===== config.mk =====
export PLATFORM = sky130hd
export DESIGN_NAME = gate_sweep_ctrl
export DESIGN_NICKNAME = d
export VERILOG_FILES = /design/src/rtl/gate_sweep_pkg.sv /design/src/rtl/gate_sweep_ctrl.sv
export SDC_FILE = /design/constraint.sdc
export NUM_CORES = 1
export LEC_CHECK = 0
export CAP_MARGIN = 30
export CORE_ASPECT_RATIO = 1.2
export CORE_MARGIN = 4
export CORE_UTILIZATION = 45
export CTS_CLUSTER_DIAMETER = 100
export DETAILED_ROUTE_END_ITERATION = 10
export GPL_ROUTABILITY_DRIVEN = 0
export PLACE_DENSITY = 0.72
export RECOVER_POWER = 50
export SLEW_MARGIN = 20
export SYNTH_ARGS = -nofsm -noshare
export SYNTH_HDL_FRONTEND = slang
export SYNTH_SLANG_ARGS = --single-unit

===== constraint.sdc =====
create_clock -name clk -period 5.7 [get_ports clk]
set_input_delay 0.855 -clock clk [delete_from_list [all_inputs] [get_ports clk]]
set_output_delay 0.855 -clock clk [all_outputs]
set_load 0.1 [all_outputs]

===== src/rtl/gate_sweep_pkg.sv =====
// Shared types and constants for the 2-input gate self-test sequencer.
package gate_sweep_pkg;

    typedef enum logic [2:0] {
        IDLE   = 3'd0,
        APPLY  = 3'd1,
        SETTLE = 3'd2,
        SAMPLE = 3'd3,
        CHECK  = 3'd4
    } state_t;

    localparam int NUM_VECTORS = 4;

    // Truth tables indexed by {B, A}
    localparam logic [NUM_VECTORS-1:0] TT_AND = 4'b1000;
    localparam logic [NUM_VECTORS-1:0] TT_OR  = 4'b1110;
    localparam logic [NUM_VECTORS-1:0] TT_XOR = 4'b0110;

endpackage


===== src/rtl/gate_sweep_ctrl.sv =====
// Built-in self-test sequencer: walks all four input vectors of a 2-input gate,
// captures its truth table, and compares it against EXPECTED.
module gate_sweep_ctrl
    import gate_sweep_pkg::*;
#(
    parameter int          SETTLE_CYCLES = 2,
    parameter logic [3:0]  EXPECTED      = 4'b1000
) (
    input  logic       clk,
    input  logic       rst,
    input  logic       start,
    input  logic       abort,
    input  logic       cont,
    input  logic       gate_out,
    output logic       gate_a,
    output logic       gate_b,
    output logic       busy,
    output logic       done,
    output logic       pass,
    output logic [3:0] truth_table,
    output logic [7:0] err_count
);

    localparam logic [1:0] LAST_VEC = 2'(NUM_VECTORS - 1);

    state_t     state;
    logic [1:0] vec;
    logic [7:0] cnt;
    logic [1:0] vec_nxt;

    assign vec_nxt = vec + 2'd1;
    assign busy    = (state != IDLE);
    assign done    = (state == CHECK);

    always_ff @(posedge clk or posedge rst) begin
        if (rst) begin
            state       <= IDLE;
            vec         <= 2'd0;
            cnt         <= 8'd0;
            gate_a      <= 1'b0;
            gate_b      <= 1'b0;
            pass        <= 1'b0;
            truth_table <= 4'd0;
            err_count   <= 8'd0;
        end else if (state != IDLE && abort) begin
            // Partial truth table, pass and err_count are deliberately kept
            state  <= IDLE;
            gate_a <= 1'b0;
            gate_b <= 1'b0;
        end else begin
            case (state)
                IDLE: begin
                    gate_a <= 1'b0;
                    gate_b <= 1'b0;
                    if (start && !abort) begin
                        vec         <= 2'd0;
                        truth_table <= 4'd0;
                        state       <= APPLY;
                    end
                end
                APPLY: begin
                    cnt   <= 8'(SETTLE_CYCLES);
                    state <= SETTLE;
                end
                SETTLE: begin
                    cnt <= cnt - 8'd1;
                    if (cnt == 8'd1)
                        state <= SAMPLE;
                end
                SAMPLE: begin
                    truth_table[vec] <= gate_out;
                    if (vec == LAST_VEC) begin
                        state <= CHECK;
                    end else begin
                        vec    <= vec_nxt;
                        gate_a <= vec_nxt[0];
                        gate_b <= vec_nxt[1];
                        state  <= APPLY;
                    end
                end
                CHECK: begin
                    pass <= (truth_table == EXPECTED);
                    if (truth_table != EXPECTED && err_count != 8'hFF)
                        err_count <= err_count + 8'd1;
                    vec    <= 2'd0;
                    gate_a <= 1'b0;
                    gate_b <= 1'b0;
                    if (cont) begin
                        truth_table <= 4'd0;
                        state       <= APPLY;
                    end else begin
                        state <= IDLE;
                    end
                end
                default: state <= IDLE;
            endcase
        end
    end

endmodule


# After elaboration in Yosys (flattened, before gate mapping)
# Cells that the tools add are included.
# word_totals
wordCells,69
inputBits,6
out_inout_bits,17
regBits,28
# classes
add_sub_neg,3
reduce_logical,18
mux,22
bitwise,1
n_eq_ne,15
order_cmp,2
# op_table
op,n
$pmux W8 S2,1
$pmux W3 S5,1
$mux W3,4
$pmux W4 S3,1
$ne A3 B3 Y1 const B,3
$reduce_bool A3 Y1,3
$add A8 B1 Y8 const B,1
$eq A8 B1 Y1 const B,1
$mux W4,2
$ne A8 B8 Y1 const B,1
$reduce_and A2 Y1,4
$reduce_and A4 Y1,2
$sub A8 B1 Y8 const B,1
$eq A3 B2 Y1 const B,2
$mux W1,6
$ne A2 B2 Y1 const B,3
$pmux W2 S3,1
$bwmux W4,1
$eq A4 B4 Y1 const B,1
$logic_and A1 B1 Y1,4
$mux W2,2
$ne A4 B4 Y1 const B,1
$pmux W1 S2,2
$eq A3 B1 Y1 const B,1
other kinds (12),12

# Depth between registers and ports, before layout
# Gate-level depths: netlist of the first run.
# logic_depth
ltp_word,6
mapped_depth,6
ltp_nobuf,6

# Least setup slack after synthesis of the first run
# No wires, ideal clock.
# synth_path
path_kind,reg-to-output
start,register state[0]
end,output done
n_path_buf,1
setup_slack_ns,3.321
t_required_ns,4.845
t_arrival_ns,1.524
stages_incl_launch_ff,4
cell_sequence,dfrtp_1 -> buf_2 -> nor2_1 -> and2_1
# synth_via
elab_chain_cells,1
# synth_rtl
element,line_no,source
from (decl),gate_sweep_ctrl.sv:26,state_t state;
from (signal assigned),gate_sweep_ctrl.sv:37,state <= IDLE;
from (signal assigned),gate_sweep_ctrl.sv:47,state <= IDLE;
from (signal assigned),gate_sweep_ctrl.sv:58,state <= APPLY;
$eq A3 B3 Y1,gate_sweep_ctrl.sv:33,assign done = (state == CHECK);
to (decl),gate_sweep_ctrl.sv:18,"output logic done,"
# No other way between the ends.

# Final worst setup path of the first run
# Ends and elaborated chain as after synthesis.

==> results of run 1 <==
registers in the layout, indices dropped and copies added, names as in the netlist:
register	count
cnt	8
err_count	8
truth_table	4
state	3
vec	2
gate_a	1
gate_b	1
pass	1
power by group through the flow:
stage          clock (uW)  combinational, uW  sequential [uW]
2_1_floorplan           0                148              276
6_report             80.5                192              273
5_1_grt              89.1                210              277
3_3_place_gp            0                186              273
4_1_cts              82.0                195              273
3_5_place_dp            0                195              276
through the flow:
step                total power, uW  setup WS (ns)   util  area (sq um)
floorplan                       425           3.32      -          1460
global placement                460           2.80  0.554          1710
detailed placement              470           2.77  0.559          1720
CTS                             549           2.37  0.567          1750
global route                    577           2.27  0.563          1730
finish                          546           2.39  0.563          1730
cell families after synthesis:
group / count (synthesis) / share of synthesized area
adder cells (fa/ha/maj): 7 / 0.0599
flip-flops: 28 / 0.479
buffers and inverters: 13 / 0.0351
AND/OR/NAND/NOR: 51 / 0.213
XOR/XNOR: 14 / 0.0839
AO/OA/AOI/OAI: 22 / 0.107
multiplexers: 3 / 0.0214
per-layer routing:
layer / part of all wire / routed length, um / global-route usage / up-vias
li1: - / - / - / 546
met1: 0.45 / 1260 / 0.178 / 550
met2: 0.51 / 1410 / 0.233 / 15
met3: 0.033 / 92 / 0.0259 / 2
met4: 0.0043 / 12 / 0.0369 / 0
met5: 0 / 0 / 0 / -
worst max-delay path: cells and delay by family (launching register included):
family	cells	cell delay [ns]
flip-flops	1	0.53
buffers and inverters	1	1.13
AND/OR/NAND/NOR	2	0.48
worst paths after layout:
check	startpoint	endpoint	slack (ns)	depth (start not counted)
max	state[0]$_DFFE_PP0P_	done	2.39	3
min	err_count[7]$_DFFE_PP0P_	err_count[7]$_DFFE_PP0P_	0.53	1
max reg2reg	state[0]$_DFFE_PP0P_	err_count[7]$_DFFE_PP0P_	3.51	4
min reg2reg	err_count[7]$_DFFE_PP0P_	err_count[7]$_DFFE_PP0P_	0.53	1
max in group asynchronous	rst	err_count[0]$_DFFE_PP0P_	3.68	3
min in group asynchronous	rst	cnt[7]$_DFFE_PP0P_	1.02	2
synth_stat cells (all sizes together):
master and n:
o21ai 7, buf 2, a31oi 1, and2b 1
mux2 1, nor3b 2, dfrtp 28, nor4 3
nor2 14, xor2 9, or4 1, nor3 5
clkbuf 2, nand4bb 1, and2 1, a2111oi 2
xnor2 5, or4b 3, nand3 3, a32o 2
nand4 5, a21oi 4, nor4b 4, nand2 4
mux2i 2, o211ai 1, inv 9, nand3b 1
or3 2, nand2b 1, o2111ai 1, ha 7
a22o 4
cell type report:
class                      instances  area, sq um
multi-input combinational         97          703
sequential                        28          701
inverter                           9         33.8
tap                               36         45.0
fill                             295         1350
clock buffer                       3         22.5
timing repair buffer              24          229
==> impl_summary.log, run 1 <==
INFO  metric ios = 23
INFO  metric first_global_vias = 1051
INFO  metric drtPass1Iterations = 4
INFO  metric run_status = complete, no violations
INFO  metric total_leakage_power = 0.000757 uW
INFO  metric clock_tree.buffer_depth = 2
INFO  metric detailroute.via_count = 1113
INFO  metric tritoncts = done
INFO  metric drc = 0
INFO  metric cts_post_setup_buffers_inserted = 0
INFO  metric setup_viol = 0
INFO  metric row_count = 22
INFO  metric syn_nets = 151
INFO  metric layout.cells.most_common_list = sky130_fd_sc_hd__dfrtp_1 (28), sky130_fd_sc_hd__clkdlybuf4s50_1 (20), sky130_fd_sc_hd__nor2_1 (14)
INFO  metric critPathKind = flop to output port
INFO  metric die_area = 0.00423 sq mm
INFO  metric layout.cells.most_common = sky130_fd_sc_hd__dfrtp_1
INFO  metric crit_path_end_kind = output port
INFO  metric max_cap_violations = 0
INFO  metric synth.avg_cell_area = 10.6 sq um
INFO  metric routedWlPerCell = 14.1 um
INFO  metric fin_worst_hold_slack = 0.525 ns
INFO  metric synth_area_leaders = sky130_fd_sc_hd__dfrtp_1 (48%), sky130_fd_sc_hd__ha_1 (6.0%), sky130_fd_sc_hd__xor2_1 (5.4%)
INFO  metric wl = 2770 um
INFO  metric total_congestion_overflow_after_global_routing = 0
INFO  metric cp_data_arrival_time = 2.45 ns
INFO  metric die_y = 70.4 um
INFO  metric ys_types = 37
INFO  metric crit_slowest_cell = sky130_fd_sc_hd__clkdlybuf4s50_1
INFO  metric port_buffers = 22
INFO  metric antennaDiodeCount = 0
INFO  metric p_clk_frac = 0.147
INFO  metric yosysTopAreaCellShare = 0.479
INFO  metric power.switching_fraction = 0.389
INFO  metric yosys_warnings = 0
INFO  metric critPathMaxFanout = 12
INFO  metric place_hpwl = 2160 um
INFO  metric core = 0.00308 sq mm
INFO  metric cts_made_buffers = 3
INFO  metric viasPerCell = 5.65
INFO  metric unrepaired_setup_endpoints_after_global_routing = no
INFO  metric timing.critical_path.slowest_cell_delay = 1.13 ns
INFO  metric grt_max_degree = 17
INFO  metric htreeDepth = 1
INFO  metric critical_path.cell_chain = nor2_1, and2_1, clkdlybuf4s50_1
INFO  metric synth_largest_area_cell = sky130_fd_sc_hd__dfrtp_1
INFO  metric drt_iter0_markers = 24
INFO  metric clkLatencyLatePin = 0.32 ns
INFO  metric seq_area_frac_synth = 0.479
INFO  metric postRouteAntennaNets = 0
INFO  metric power.sequential.fraction = 0.500
INFO  metric clkTransAtPathRegs = 0.14 ns
INFO  metric final_period_minus_worst_setup_slack = 3.31 ns
INFO  metric grt_first_pass_wirelength = 4620 um
INFO  metric final.setup_skew = 0.00292 ns
INFO  metric floorplan.initialDensity = 0.474
INFO  metric post_cts_sizing_count = 0
INFO  metric synth_seq_cells = 28
INFO  metric tightest_pin_transition = 0.982 ns
INFO  metric dpl.cell_count = 193
INFO  metric layout-drive-gt1-share = 0.0497
INFO  metric final.period_utilization = 0.580
INFO  metric nNetsFinal = 176
INFO  metric final-max-slew-violation-count = 0
INFO  metric fin_setup_tns = 0 ns
INFO  metric power.density_cell_area = 315 mW/mm^2
INFO  metric clock-root-buffer = sky130_fd_sc_hd__clkbuf_4
INFO  metric worstHoldPathType = flop to flop
INFO  metric cell_internal_pwr = 333 uW
INFO  metric cp.required = 4.85 ns
INFO  metric cell_area_after_synthesis = 0.00146 sq mm
INFO  metric final-hold-violation-count = 0
INFO  metric clkSinkCount = 28
INFO  metric ctsHoldBuffers = 0
INFO  metric dieWidth = 60.0 um
INFO  metric synthToLayoutAreaGrowth = 18.7%
INFO  metric antenna_violations_before_repair = 0
INFO  metric postSynthCellCount = 138
INFO  metric fin_cells = 197
INFO  metric combPwrFrac = 0.353
INFO  metric switching_power = 212 uW
INFO  metric timing.slew.headroom = 0.343
INFO  metric ir_worst_vdd = 177 uV
INFO  metric max_freq = 0.302 GHz
INFO  metric grtUsageTotal = 0.139
INFO  metric startpoint_type_of_the_worst_setup_path = flop
No activity file was read; power rests on OpenSTA's default activity.
==> run 2, diff against run 1 <==
- clock period: 5.7 -> 3.2 ns (I/O delays scaled with it)
==> impl_summary.log, run 2 (synthesized netlist as in run 1, its figures left out) <==
INFO  metric timing.critical_path.slowest_cell_delay = 1.13 ns (about the same)
INFO  metric floorplan.initialDensity = 0.474 (unchanged)
INFO  metric run_status = complete, no violations
INFO  metric postRouteAntennaNets = 0 (unchanged)
INFO  metric worst_hold_path_depth = 1 (unchanged)
INFO  metric port_buffers = 22 (unchanged)
INFO  metric final.period_utilization = 0.718
INFO  metric fin_setup_tns = 0 ns (unchanged)
INFO  metric first_global_vias = 1045 (-0.57%)
INFO  metric htreeDepth = 1 (unchanged)
INFO  metric clkLatencyLatePin = 0.32 ns (about the same)
INFO  metric clock_tree.buffer_depth = 2 (unchanged)
INFO  metric reg_top3 = cnt: 8 flops, err_count: 8 flops, truth_table: 4 flops
INFO  metric post_cts_sizing_count = 0 (unchanged)
INFO  metric critical_path.cell_chain = clkdlybuf4s50_1
INFO  metric grt-busiest-layer = met2
INFO  metric layout-drive-gt1-share = 0.118 (+0.0683)
INFO  metric die_y = 70.4 um (unchanged)
INFO  metric wl = 2750 um (-0.72%)
INFO  metric drt_iter0_markers = 17 (-29%)
INFO  metric groute.layer.met3.usage = 0.0259 (unchanged)
INFO  metric worst-r2r-setup-slack = 1.21 ns (-2.30 ns)
INFO  metric grtUsageTotal = 0.143 (+0.00465)
INFO  metric timing.slew.headroom = 0.221 (-0.122)
INFO  metric clkSinkCount = 28 (unchanged)
INFO  metric detailedPlace.worstSlack = 0.716 ns (-2.05 ns)
INFO  metric register_area = 701 sq um (unchanged)
INFO  metric fillers = 286 (-3.1%)
INFO  metric p_clk_frac = 0.146 (about the same)
INFO  metric power.sequential.fraction = 0.506 (+0.006)
INFO  metric detailroute.via_count = 1084 (-2.6%)
INFO  metric final_period_minus_worst_setup_slack = 2.30 ns
INFO  metric row_count = 22 (unchanged)
INFO  metric grt_first_pass_wirelength = 4710 um (+2.1%)
INFO  metric layout.cells.most_common_list = sky130_fd_sc_hd__dfrtp_1 (28), sky130_fd_sc_hd__nor2_1 (14), sky130_fd_sc_hd__buf_4 (11)
INFO  metric power.switching_fraction = 0.388 (-0.000715)
INFO  metric antennaDiodeCount = 0 (unchanged)
INFO  metric startpoint_type_of_the_worst_setup_path = flop
INFO  metric routedWlPerCell = 14.0 um (-0.72%)
INFO  metric cts_made_buffers = 3 (unchanged)
INFO  metric largest_delay_share_family_worst_path = buffers and inverters
INFO  metric use_met1 = 0.184 (+0.00636)
INFO  metric worst_r2r_path_depth = 3 (-1)
INFO  metric cell_internal_pwr = 589 uW (+77%)
INFO  metric drtPass1Iterations = 4 (unchanged)
INFO  metric tritoncts = done
INFO  metric grt_max_degree = 16 (-1)
INFO  metric antenna_violations_before_repair = 0 (unchanged)
INFO  metric setup_viol = 0 (unchanged)
INFO  metric whs_endpoint = err_count[7]$_DFFE_PP0P_
INFO  metric worst_min_delay_path_startpoint = err_count[7]$_DFFE_PP0P_
INFO  metric cts_post_setup_buffers_inserted = 0 (unchanged)
INFO  metric ir_worst_vdd = 425 uV (+140%)
INFO  metric ctsHoldBuffers = 0 (unchanged)
INFO  metric cp.required = 2.72 ns (-2.13 ns)
INFO  metric switching_power = 373 uW (+76%)
INFO  metric clock-root-buffer = sky130_fd_sc_hd__clkbuf_4
INFO  metric clkTransAtPathRegs = 0.14 ns (about the same)
INFO  metric ios = 23 (unchanged)
INFO  metric combPwrFrac = 0.349 (-0.004)
INFO  metric max_freq = 0.435 GHz
INFO  metric final.setup_skew = 0.00228 ns (-0.000650 ns)
INFO  metric die_area = 0.00423 sq mm (unchanged)
INFO  metric unrepaired_setup_endpoints_after_global_routing = no
INFO  metric timing.rr.end = state[0]$_DFFE_PP0P_
INFO  metric fin_worst_hold_slack = 0.497 ns (-0.0282 ns)
INFO  metric final-max-slew-violation-count = 0 (unchanged)
INFO  metric cp_data_arrival_time = 1.82 ns (-0.63 ns)
INFO  metric grt_util_met2 = 0.233 (unchanged)
INFO  metric tightest_pin_transition = 1.17 ns (+0.191 ns)
INFO  metric core = 0.00308 sq mm (unchanged)
INFO  metric nNetsFinal = 176 (unchanged)
INFO  metric critPathMaxFanout = 2 (-10)
INFO  metric regToRegStartpoint = cnt[3]$_DFFE_PP0P_
INFO  metric place_hpwl = 2130 um (-1.2%)
INFO  metric critPathKind = flop to output port
INFO  metric drc = 0 (unchanged)
INFO  metric total_congestion_overflow_after_global_routing = 0 (unchanged)
INFO  metric viasPerCell = 5.50 (-2.6%)
INFO  metric crit_slowest_cell = sky130_fd_sc_hd__clkdlybuf4s50_1
INFO  metric worst-path-buf-inv = 1 (unchanged)
INFO  metric final.setup.worst_slack = 0.902 ns (-1.49 ns)
INFO  metric total_chip_power = 962 uW (+76%)
INFO  metric final-hold-violation-count = 0 (unchanged)
INFO  metric power.density_cell_area = 572 mW/mm^2 (+82%)
INFO  metric worstHoldPathType = flop to flop
INFO  metric multi_input_area = 709 sq um (+0.89%)
INFO  metric crit_path_end_kind = output port
INFO  metric dieWidth = 60.0 um (unchanged)
INFO  metric total_leakage_power = 0.000763 uW (+0.74%)
INFO  metric max_cap_violations = 0 (unchanged)
INFO  metric synthToLayoutAreaGrowth = 15.0%
INFO  metric layout.cells.most_common = sky130_fd_sc_hd__dfrtp_1
## run 2: cell types whose count changed in the layout (fill, tap and decap cells not counted), sizes merged
cell	delta
buf	+11
clkdlybuf4s50	-16
clkbuf	+5
## run 2: metal layers
metal | routed length [um] | part of all wire
met5 | 0 | 0
met4 | 29 | 0.011
met3 | 100 | 0.036
met2 | 1380 | 0.50
met1 | 1240 | 0.45
## run 2: power by group through the flow
stage	logic, uW	clock network (uW)	registers, uW
after floorplan	264	0	492
after global placement	333	0	489
after detailed placement	343	0	492
after CTS	344	144	486
after global routing	370	167	498
final	335	140	487
## run 2: how the worst max path moves through the flow
stage,start,depth (start not counted),to
after floorplan,err_count[0]$_DFFE_PP0P_,4,err_count[1]$_DFFE_PP0P_
final,pass$_DFFE_PP0P_,1,pass
after CTS,pass$_DFFE_PP0P_,1,pass
after detailed placement,abort,5,err_count[7]$_DFFE_PP0P_
after global routing,pass$_DFFE_PP0P_,1,pass
after global placement,abort,5,err_count[7]$_DFFE_PP0P_
## run 2: worst reg2reg max path, cell delays in order, from the launching register on
cell,delay [ns]
sky130_fd_sc_hd__dfrtp_1,0.45
sky130_fd_sc_hd__or4_4,0.57
sky130_fd_sc_hd__or4b_4,0.53
sky130_fd_sc_hd__a2111oi_2,0.35
## run 2: per-stage QoR
| step | util | std cells | cell area (sq um) |
|---|---|---|---|
| floorplan | - | 138 | 1460 |
| global placement | 0.544 | 193 | 1680 |
| detailed placement | 0.549 | 194 | 1690 |
| CTS | 0.556 | 197 | 1710 |
| global route | 0.545 | 197 | 1680 |
| finish | 0.545 | 197 | 1680 |
## run 2: area by class of cell
| class | count | area share |
|---|---|---|
| clock buffers | 3 | 0.0134 |
| inverters | 9 | 0.0201 |
| multi-input cells | 97 | 0.422 |
| flip-flops and latches | 28 | 0.417 |
| well taps | 36 | 0.0268 |
| repair buffers | 24 | 0.101 |
==> run 3, diff against run 2 <==
- clock period: 3.2 -> 2.35 ns (I/O delays scaled with it)
==> impl_summary.log, run 3 (synthesized netlist as in run 1, its figures left out) <==
INFO  metric post_cts_sizing_count = 0 (unchanged)
INFO  metric antenna_violations_before_repair = 0 (unchanged)
INFO  metric fin_setup_tns = 0 ns (unchanged)
INFO  metric ir_worst_vdd = 601 uV (+41%)
INFO  metric tritoncts = done
INFO  metric synthToLayoutAreaGrowth = 16.3%
INFO  metric first_global_vias = 1122 (+7.4%)
INFO  metric total_congestion_overflow_after_global_routing = 0 (unchanged)
INFO  metric postRouteAntennaNets = 0 (unchanged)
INFO  metric power.density_cell_area = 772 mW/mm^2 (+35%)
INFO  metric critPathMaxFanout = 5 (+3)
INFO  metric nNetsFinal = 178 (+1.1%)
INFO  metric routedWlPerCell = 14.1 um (+1.0%)
INFO  metric crit_path_end_kind = flop
INFO  metric power.sequential.fraction = 0.505 (about the same)
INFO  metric regToRegStartpoint = cnt[3]$_DFFE_PP0P_
INFO  metric worst_min_delay_path_startpoint = err_count[7]$_DFFE_PP0P_
INFO  metric final.setup_skew = 0.00520 ns (+0.00293 ns)
INFO  metric wl = 2810 um (+2.1%)
INFO  metric layout.cells.most_common_list = sky130_fd_sc_hd__dfrtp_1 (28), sky130_fd_sc_hd__nor2_1 (14), sky130_fd_sc_hd__buf_4 (13)
INFO  metric core = 0.00308 sq mm (unchanged)
INFO  metric layout-drive-gt1-share = 0.129 (+0.0108)
INFO  metric combPwrFrac = 0.349 (about the same)
INFO  metric die_y = 70.4 um (unchanged)
INFO  metric detailroute.via_count = 1098 (+1.3%)
INFO  metric fin_cells = 199 (+1.0%)
INFO  metric place_hpwl = 2180 um (+2.0%)
INFO  metric fin_worst_hold_slack = 0.519 ns (+0.0215 ns)
INFO  metric run_status = finished, violations left
INFO  metric htreeDepth = 1 (unchanged)
INFO  metric startpoint_type_of_the_worst_setup_path = flop
INFO  metric crit_slowest_cell = sky130_fd_sc_hd__or4_4
INFO  metric timing.critical_path.slowest_cell_delay = 0.57 ns (-0.56 ns)
INFO  metric cp.required = 2.58 ns (-0.14 ns)
INFO  metric clkLatencyLatePin = 0.32 ns (about the same)
INFO  metric floorplan.initialDensity = 0.474 (unchanged)
INFO  metric power.switching_fraction = 0.388 (about the same)
INFO  metric dieWidth = 60.0 um (unchanged)
INFO  metric viasPerCell = 5.52 (+0.27%)
INFO  metric worst-path-buf-inv = 0 (-1)
INFO  metric clock_tree.buffer_depth = 2 (unchanged)
INFO  metric cts_made_buffers = 3 (unchanged)
INFO  metric largest_delay_share_family_worst_path = simple AND/OR/NAND/NOR gates
INFO  metric whs_endpoint = err_count[7]$_DFFE_PP0P_
INFO  metric grt_max_degree = 29 (+13)
INFO  metric worst-r2r-setup-slack = 0.34 ns (-0.87 ns)
INFO  metric switching_power = 510 uW (+36%)
INFO  metric drtPass1Iterations = 4 (unchanged)
INFO  metric antennaDiodeCount = 0 (unchanged)
INFO  metric cell_internal_pwr = 803 uW (+36%)
INFO  metric critical_path.cell_chain = or4_4, or4b_4, a2111oi_2
INFO  metric grtUsageTotal = 0.146 (+0.00290)
INFO  metric final-max-slew-violation-count = 28 (+28)
INFO  metric final_period_minus_worst_setup_slack = 2.01 ns
INFO  metric ctsHoldBuffers = 0 (unchanged)
INFO  metric ios = 23 (unchanged)
INFO  metric worstHoldPathType = flop to flop
INFO  metric row_count = 22 (unchanged)
INFO  metric drt_iter0_markers = 44 (+27)
INFO  metric dpl.cell_count = 196 (+1.0%)
INFO  metric clock-root-buffer = sky130_fd_sc_hd__clkbuf_4
INFO  metric clkSinkCount = 28 (unchanged)
INFO  metric violated_checks = max-capacitance violations, max-slew violations
INFO  metric setup_viol = 0 (unchanged)
INFO  metric max_cap_violations = 1 (+1)
INFO  metric max_freq = 0.498 GHz
INFO  metric unrepaired_setup_endpoints_after_global_routing = no
INFO  metric critPathKind = flop to flop
INFO  metric final-hold-violation-count = 0 (unchanged)
INFO  metric layout.cells.most_common = sky130_fd_sc_hd__dfrtp_1
INFO  metric cts_post_setup_buffers_inserted = 0 (unchanged)
INFO  metric total_leakage_power = 0.000776 uW (+1.7%)
INFO  metric port_buffers = 22 (unchanged)
INFO  metric die_area = 0.00423 sq mm (unchanged)
INFO  metric tightest_pin_transition = 1.50 ns (+0.329 ns)
INFO  metric timing.slew.headroom = -0.00132 (-0.223)
INFO  metric timing.rr.end = state[0]$_DFFE_PP0P_
INFO  metric clkTransAtPathRegs = 0.14 ns (about the same)
INFO  metric worst_r2r_path_depth = 3 (unchanged)
INFO  metric grt_first_pass_wirelength = 4750 um (+0.89%)
INFO  metric p_clk_frac = 0.147 (about the same)
INFO  metric worst_hold_path_depth = 1 (unchanged)
INFO  metric drc = 0 (unchanged)
INFO  metric reg_top3 = cnt: 8 flops, err_count: 8 flops, truth_table: 4 flops
INFO  metric cp_data_arrival_time = 2.24 ns (+0.42 ns)
INFO  metric final.period_utilization = 0.855
==> run 3: how the worst max path moves through the flow <==
stage,start,to,slack (ns),depth (start not counted)
after detailed placement,start,truth_table[1]$_DFFE_PP0P_,0.32,5
after global routing,rst,truth_table[0]$_DFFE_PP0P_,0.15,3
after floorplan,err_count[0]$_DFFE_PP0P_,err_count[1]$_DFFE_PP0P_,0.18,4
final,cnt[3]$_DFFE_PP0P_,state[0]$_DFFE_PP0P_,0.34,3
after global placement,start,truth_table[1]$_DFFE_PP0P_,0.34,5
after CTS,cnt[3]$_DFFE_PP0P_,state[0]$_DFFE_PP0P_,0.33,3
==> run 3: per-stage QoR <==
step | area (sq um) | setup slack (ns) | power, uW | utilization
after global routing | 1700 | 0.151 | 1410 | 0.551
final | 1700 | 0.342 | 1310 | 0.551
after CTS | 1730 | 0.331 | 1340 | 0.562
after floorplan | 1460 | 0.180 | 1030 | -
after detailed placement | 1710 | 0.316 | 1140 | 0.554
after global placement | 1710 | 0.335 | 1120 | 0.554
==> run 3: power groups by stage <==
| stage | sequential (uW) | clock [uW] | combinational, uW |
|---|---|---|---|
| after floorplan | 671 | 0 | 360 |
| after global placement | 667 | 0 | 454 |
| after detailed placement | 674 | 0 | 467 |
| after CTS | 665 | 202 | 468 |
| after global routing | 678 | 224 | 510 |
| final | 663 | 192 | 457 |
==> run 3: layout make-up <==
class	instances	area, sq um
clock buffers	3	22.5
multi-input cells	97	703
well taps	36	45.0
flip-flops and latches	28	701
inverters	9	33.8
fillers	300	1380
repair buffers	26	194
==> run 3: layer usage <==
layer | vias to the layer above | track usage | part of all wire
met1 | 522 | 0.178 | 0.45
li1 | 545 | - | -
met3 | 6 | 0.0222 | 0.034
met2 | 25 | 0.243 | 0.50
met5 | - | 0 | 0
met4 | 0 | 0.0714 | 0.017
==> RTL change 1 (settings of run 3) <==
Encoding of `state_t`: now one-hot (5 bits for 5 states).
--- a/src/rtl/gate_sweep_pkg.sv
+++ b/src/rtl/gate_sweep_pkg.sv
@@ -1,12 +1,12 @@
 // Shared types and constants for the 2-input gate self-test sequencer.
 package gate_sweep_pkg;
 
-    typedef enum logic [2:0] {
-        IDLE   = 3'd0,
-        APPLY  = 3'd1,
-        SETTLE = 3'd2,
-        SAMPLE = 3'd3,
-        CHECK  = 3'd4
+    typedef enum logic [4:0] {
+        IDLE   = 5'b00001,
+        APPLY  = 5'b00010,
+        SETTLE = 5'b00100,
+        SAMPLE = 5'b01000,
+        CHECK  = 5'b10000
     } state_t;
 
     localparam int NUM_VECTORS = 4;
Check against the original RTL: no difference found for any inputs over 10 cycles, from zero or initial values and one cycle with rst high; not proved beyond that.
==> RTL change 1 against run 3 <==
The run still ends with max-capacitance violations, max-slew violations left. Sequential cell count rose by 2. Critical path depth increased by 1. Total power grew 27%. Clock skew up 4.6 ps. Cell area is 19% higher. Area after synthesis rose by 15%. Final cell count rose by 25%. Sequential power rose by 2%. Fmax fell by 5.3%. Setup slack worse by 110 ps. Wire length increased by 28%. First-iteration DRC count is 20% higher. Largest cell class unchanged. Largest power group unchanged.
==> RTL change 1: results (changes against run 3) <==
cp_top_family: "simple AND/OR/NAND/NOR gates"
port_buffers: 22  # unchanged
cp.arrival_ps: 2300  # +60 ps
nNetsFinal: 208  # +17%
clkTransAtPathRegs_ps: 70  # -70 ps
cpPeakStageDelay_ps: 560
skew_ps: 9.84  # +4.63 ps
vdd_drop_max_uv: 438  # -27%
grt_pass1_wl_mm: 6.01  # +26%
dp.cells: 240  # +22%
htree_levels: 2  # +1
synthArstFlopShare_pct: 100  # unchanged
ctsResizeCount: 0  # unchanged
final_max_slew_viol_count: 31  # +11%
clk_latency_ps: 290  # -30 ps
synth_seq_area_share_pct: 44.7  # -3.3 points
routed_wl_mm: 3.59  # +28%
drtIter0Drc: 53  # +20%
dp_hpwl_mm: 2.71  # +25%
hold_class: "register to register"
yosys-top-cells-count: "29 x dfrtp_1, 12 x nor2_1, 10 x inv_1"
outcome: "finished, violations left"
drive_above_1_share_pct: 18.4  # +5.5 points
drv_cap: 1  # unchanged
pre_cts_ws_ps: 203  # -113 ps
grtUsageMet3_pct: 4.78  # +2.6 points
clockBufferDepth: 2  # unchanged
syn-num-nets: 180  # +19%
grt_max_degree: 31  # +6.9%
power.leakage_nw: 0.889  # +15%
netlist_instances: 167  # +21%
insertedDiodeCount: 0  # unchanged
violations: "max-capacitance violations, max-slew violations"
cts_buffers: 5  # +2
grtUsageMet2_pct: 29.4  # +5.1 points
worstMarginPinSlew_ps: 1590  # +84.0 ps
grt_pass1_vias: 1364  # +22%
grtUsageTotal_pct: 16.1  # +1.5 points
met1_usage_pct: 17.1  # -0.70 points
cp_max_fo: 7  # +2
viasPerCell: 5.59  # +1.3%
cts-root-buf: "clkbuf_8"
synth_cell_types: 47  # +27%
wire_per_inst_um: 14.5  # +2.5%
top_regs: "cnt x8, err_count x8, state x5"
grt_antenna_before_repair: 0  # unchanged
yosys-top-cells-area: "dfrtp_1 43%, ha_1 5.2%, xor2_1 4.7%, nand3_1 2.7%, nor2_1 2.7%"
RTL change 1: power by group:
part | internal [mW] | switching [mW] | total, mW
Sequential | 0.588 | 0.0865 | 0.675
Clock | 0.235 | 0.199 | 0.434
Combinational | 0.218 | 0.342 | 0.560
RTL change 1: worst register-to-register path, cell delays in order, from the launching register on:
cell and delay [ps]:
dfrtp_1 450, or3_4 430, or4_4 560, or2_4 290, mux2_4 300
RTL change 1: area by class of cell:
| type | count | area, µm² |
|---|---|---|
| clock inverters | 2 | 12.5 |
| fillers | 317 | 1610 |
| flip-flops and latches | 30 | 752 |
| inverters | 10 | 37.5 |
| repair buffers | 29 | 221 |
| multi-input cells | 119 | 857 |
| clock buffers | 6 | 82.6 |
| well taps | 52 | 65.1 |
RTL change 1: path summary, 6_finish.rpt:
| kind | startpoint | endpoint | slack [ps] | cells past startpoint |
|---|---|---|---|---|
| hold reg to reg | gate_a$_DFFE_PP0P_ | gate_a$_DFFE_PP0P_ | 480 | 1 |
| max in group asynchronous | rst | vec[1]$_DFFE_PP0P_ | 520 | 3 |
| setup reg to reg | state[1]$_DFFE_PP0P_ | err_count[1]$_DFFE_PP0P_ | 230 | 4 |
| min in group asynchronous | rst | err_count[0]$_DFFE_PP0P_ | 900 | 3 |
| setup / recovery | state[1]$_DFFE_PP0P_ | err_count[1]$_DFFE_PP0P_ | 230 | 4 |
| hold / removal | gate_a$_DFFE_PP0P_ | gate_a$_DFFE_PP0P_ | 480 | 1 |
RTL change 1: cell families (layout without fill, tap and decap cells):
group	count (synthesis)	in the layout	synth area share, %
buffers and inverters	18	47	4.90
and+or+nand+nor	66	66	23.6
AOI/OAI and AO/OA	31	31	12.9
DFF	30	30	44.7
xor gates and xnor gates	10	10	5.20
muxes	5	5	3.49
adders and majority gates	7	7	5.20
RTL change 1: metrics by stage:
step	utilization, %	instance area (µm²)
after floorplan	-	1690
after global placement	54.1	1970
after detailed placement	54.1	1970
after CTS	56.7	2060
after global routing	55.8	2030
final	55.8	2030
RTL change 1: metal layers:
layer | up-vias | routed length (µm)
met3 | 8 | 141
met2 | 25 | 1910
met4 | 0 | 58
li1 | 674 | -
met1 | 679 | 1480
met5 | - | 0
==> RTL change 2 (flow settings as in run 3) <==
Made on the original files. The parameter `EXPECTED` goes from 4'b1000 to 4'b0110.
--- a/src/rtl/gate_sweep_ctrl.sv
+++ b/src/rtl/gate_sweep_ctrl.sv
@@ -4,7 +4,7 @@
     import gate_sweep_pkg::*;
 #(
     parameter int          SETTLE_CYCLES = 2,
-    parameter logic [3:0]  EXPECTED      = 4'b1000
+    parameter logic [3:0]  EXPECTED      = 4'b0110
 ) (
     input  logic       clk,
     input  logic       rst,
Behaviour: no difference found for any inputs over 10 cycles, from zero or initial values and one cycle with rst high; that may be too few to reach the edited logic, so the function may still have changed.
==> RTL change 2 against run 3 <==
Wire length decreased by 4.5%. Area after synthesis about the same. Setup slack better by 21 ps. Non-clock buffer count is the same. Cell area up 0.88%. Global-route usage fell by 0.11 points. Final cell count rose by 0.50%. Sequential cell count unchanged. Total power is 2.3% higher. Largest cell class unchanged.
==> RTL change 2: results (changes against run 3) <==
outcome: "finished clean"
grt_antenna_before_repair: 0  # unchanged
drive_above_1_share_pct: 13.4  # +0.53 points
r2r_setup_slack_ps: 360  # +20 ps
vias: 1116  # +1.6%
sequentialPowerShare_pct: 49.2  # -1.3 points
skew_ps: 1.70  # -3.50 ps
grtUsageTotal_pct: 14.5  # -0.11 points
synthMuxAreaShare_pct: 2.14  # about the same
synth_seq_area_share_pct: 47.9  # about the same
wire_per_inst_um: 13.4  # -5.0%
cp.arrival_ps: 2210  # -30 ps
num-fill-cells: 293  # -2.3%
synth_fa_ha_area_share_pct: 5.99  # about the same
grt_pass1_wl_mm: 4.90  # +3.1%
yosys-top-cells-area: "dfrtp_1 48%, ha_1 6.0%, xor2_1 5.4%, nor2_1 3.6%, xnor2_1 3.0%"
hold_slack_ps: 518  # -1.07 ps
hold_depth: 1  # unchanged
pwr-share-comb_pct: 34.0  # -0.9 points
drtIter0Drc: 58  # +32%
internal-power_uw: 838  # +4.4%
synth-compound-area-share_pct: 10.7  # about the same
place_area_um2: 1710  # about the same
synthXorXnorAreaFrac_pct: 8.38  # about the same
max_slew_margin_pct: 4.62  # +4.8 points
power.leakage_nw: 0.782  # +0.87%
vdd_drop_max_uv: 504  # -16%
dp_hpwl_mm: 2.05  # -6.0%
RTL change 2: layout make-up:
type                            count  area (µm²)  area share [%]
Multi-Input combinational cell     97         704            41.1
Clock buffer                        4        36.3            2.12
Sequential cell                    28         701            40.9
Timing Repair Buffer               26         194            11.3
Tap cell                           36        45.0            2.63
Inverter                            9        33.8            1.97
RTL change 2: per-layer routing:
layer | vias up | wire length (µm) | track usage, %
li1 | 551 | - | -
met1 | 544 | 1210 | 19.5
met2 | 19 | 1350 | 23.4
met3 | 2 | 110 | 2.40
met4 | 0 | 13 | 4.19
met5 | - | 0 | 0
RTL change 2: per-stage QoR:
| step | utilization, % | std cells | setup slack, ps |
|---|---|---|---|
| 2_1_floorplan | - | 138 | 180 |
| 3_3_place_gp | 55.5 | 196 | 349 |
| 3_5_place_dp | 55.5 | 196 | 296 |
| 4_1_cts | 56.7 | 200 | 349 |
| 5_1_grt | 55.6 | 200 | 159 |
| 6_report | 55.6 | 200 | 363 |
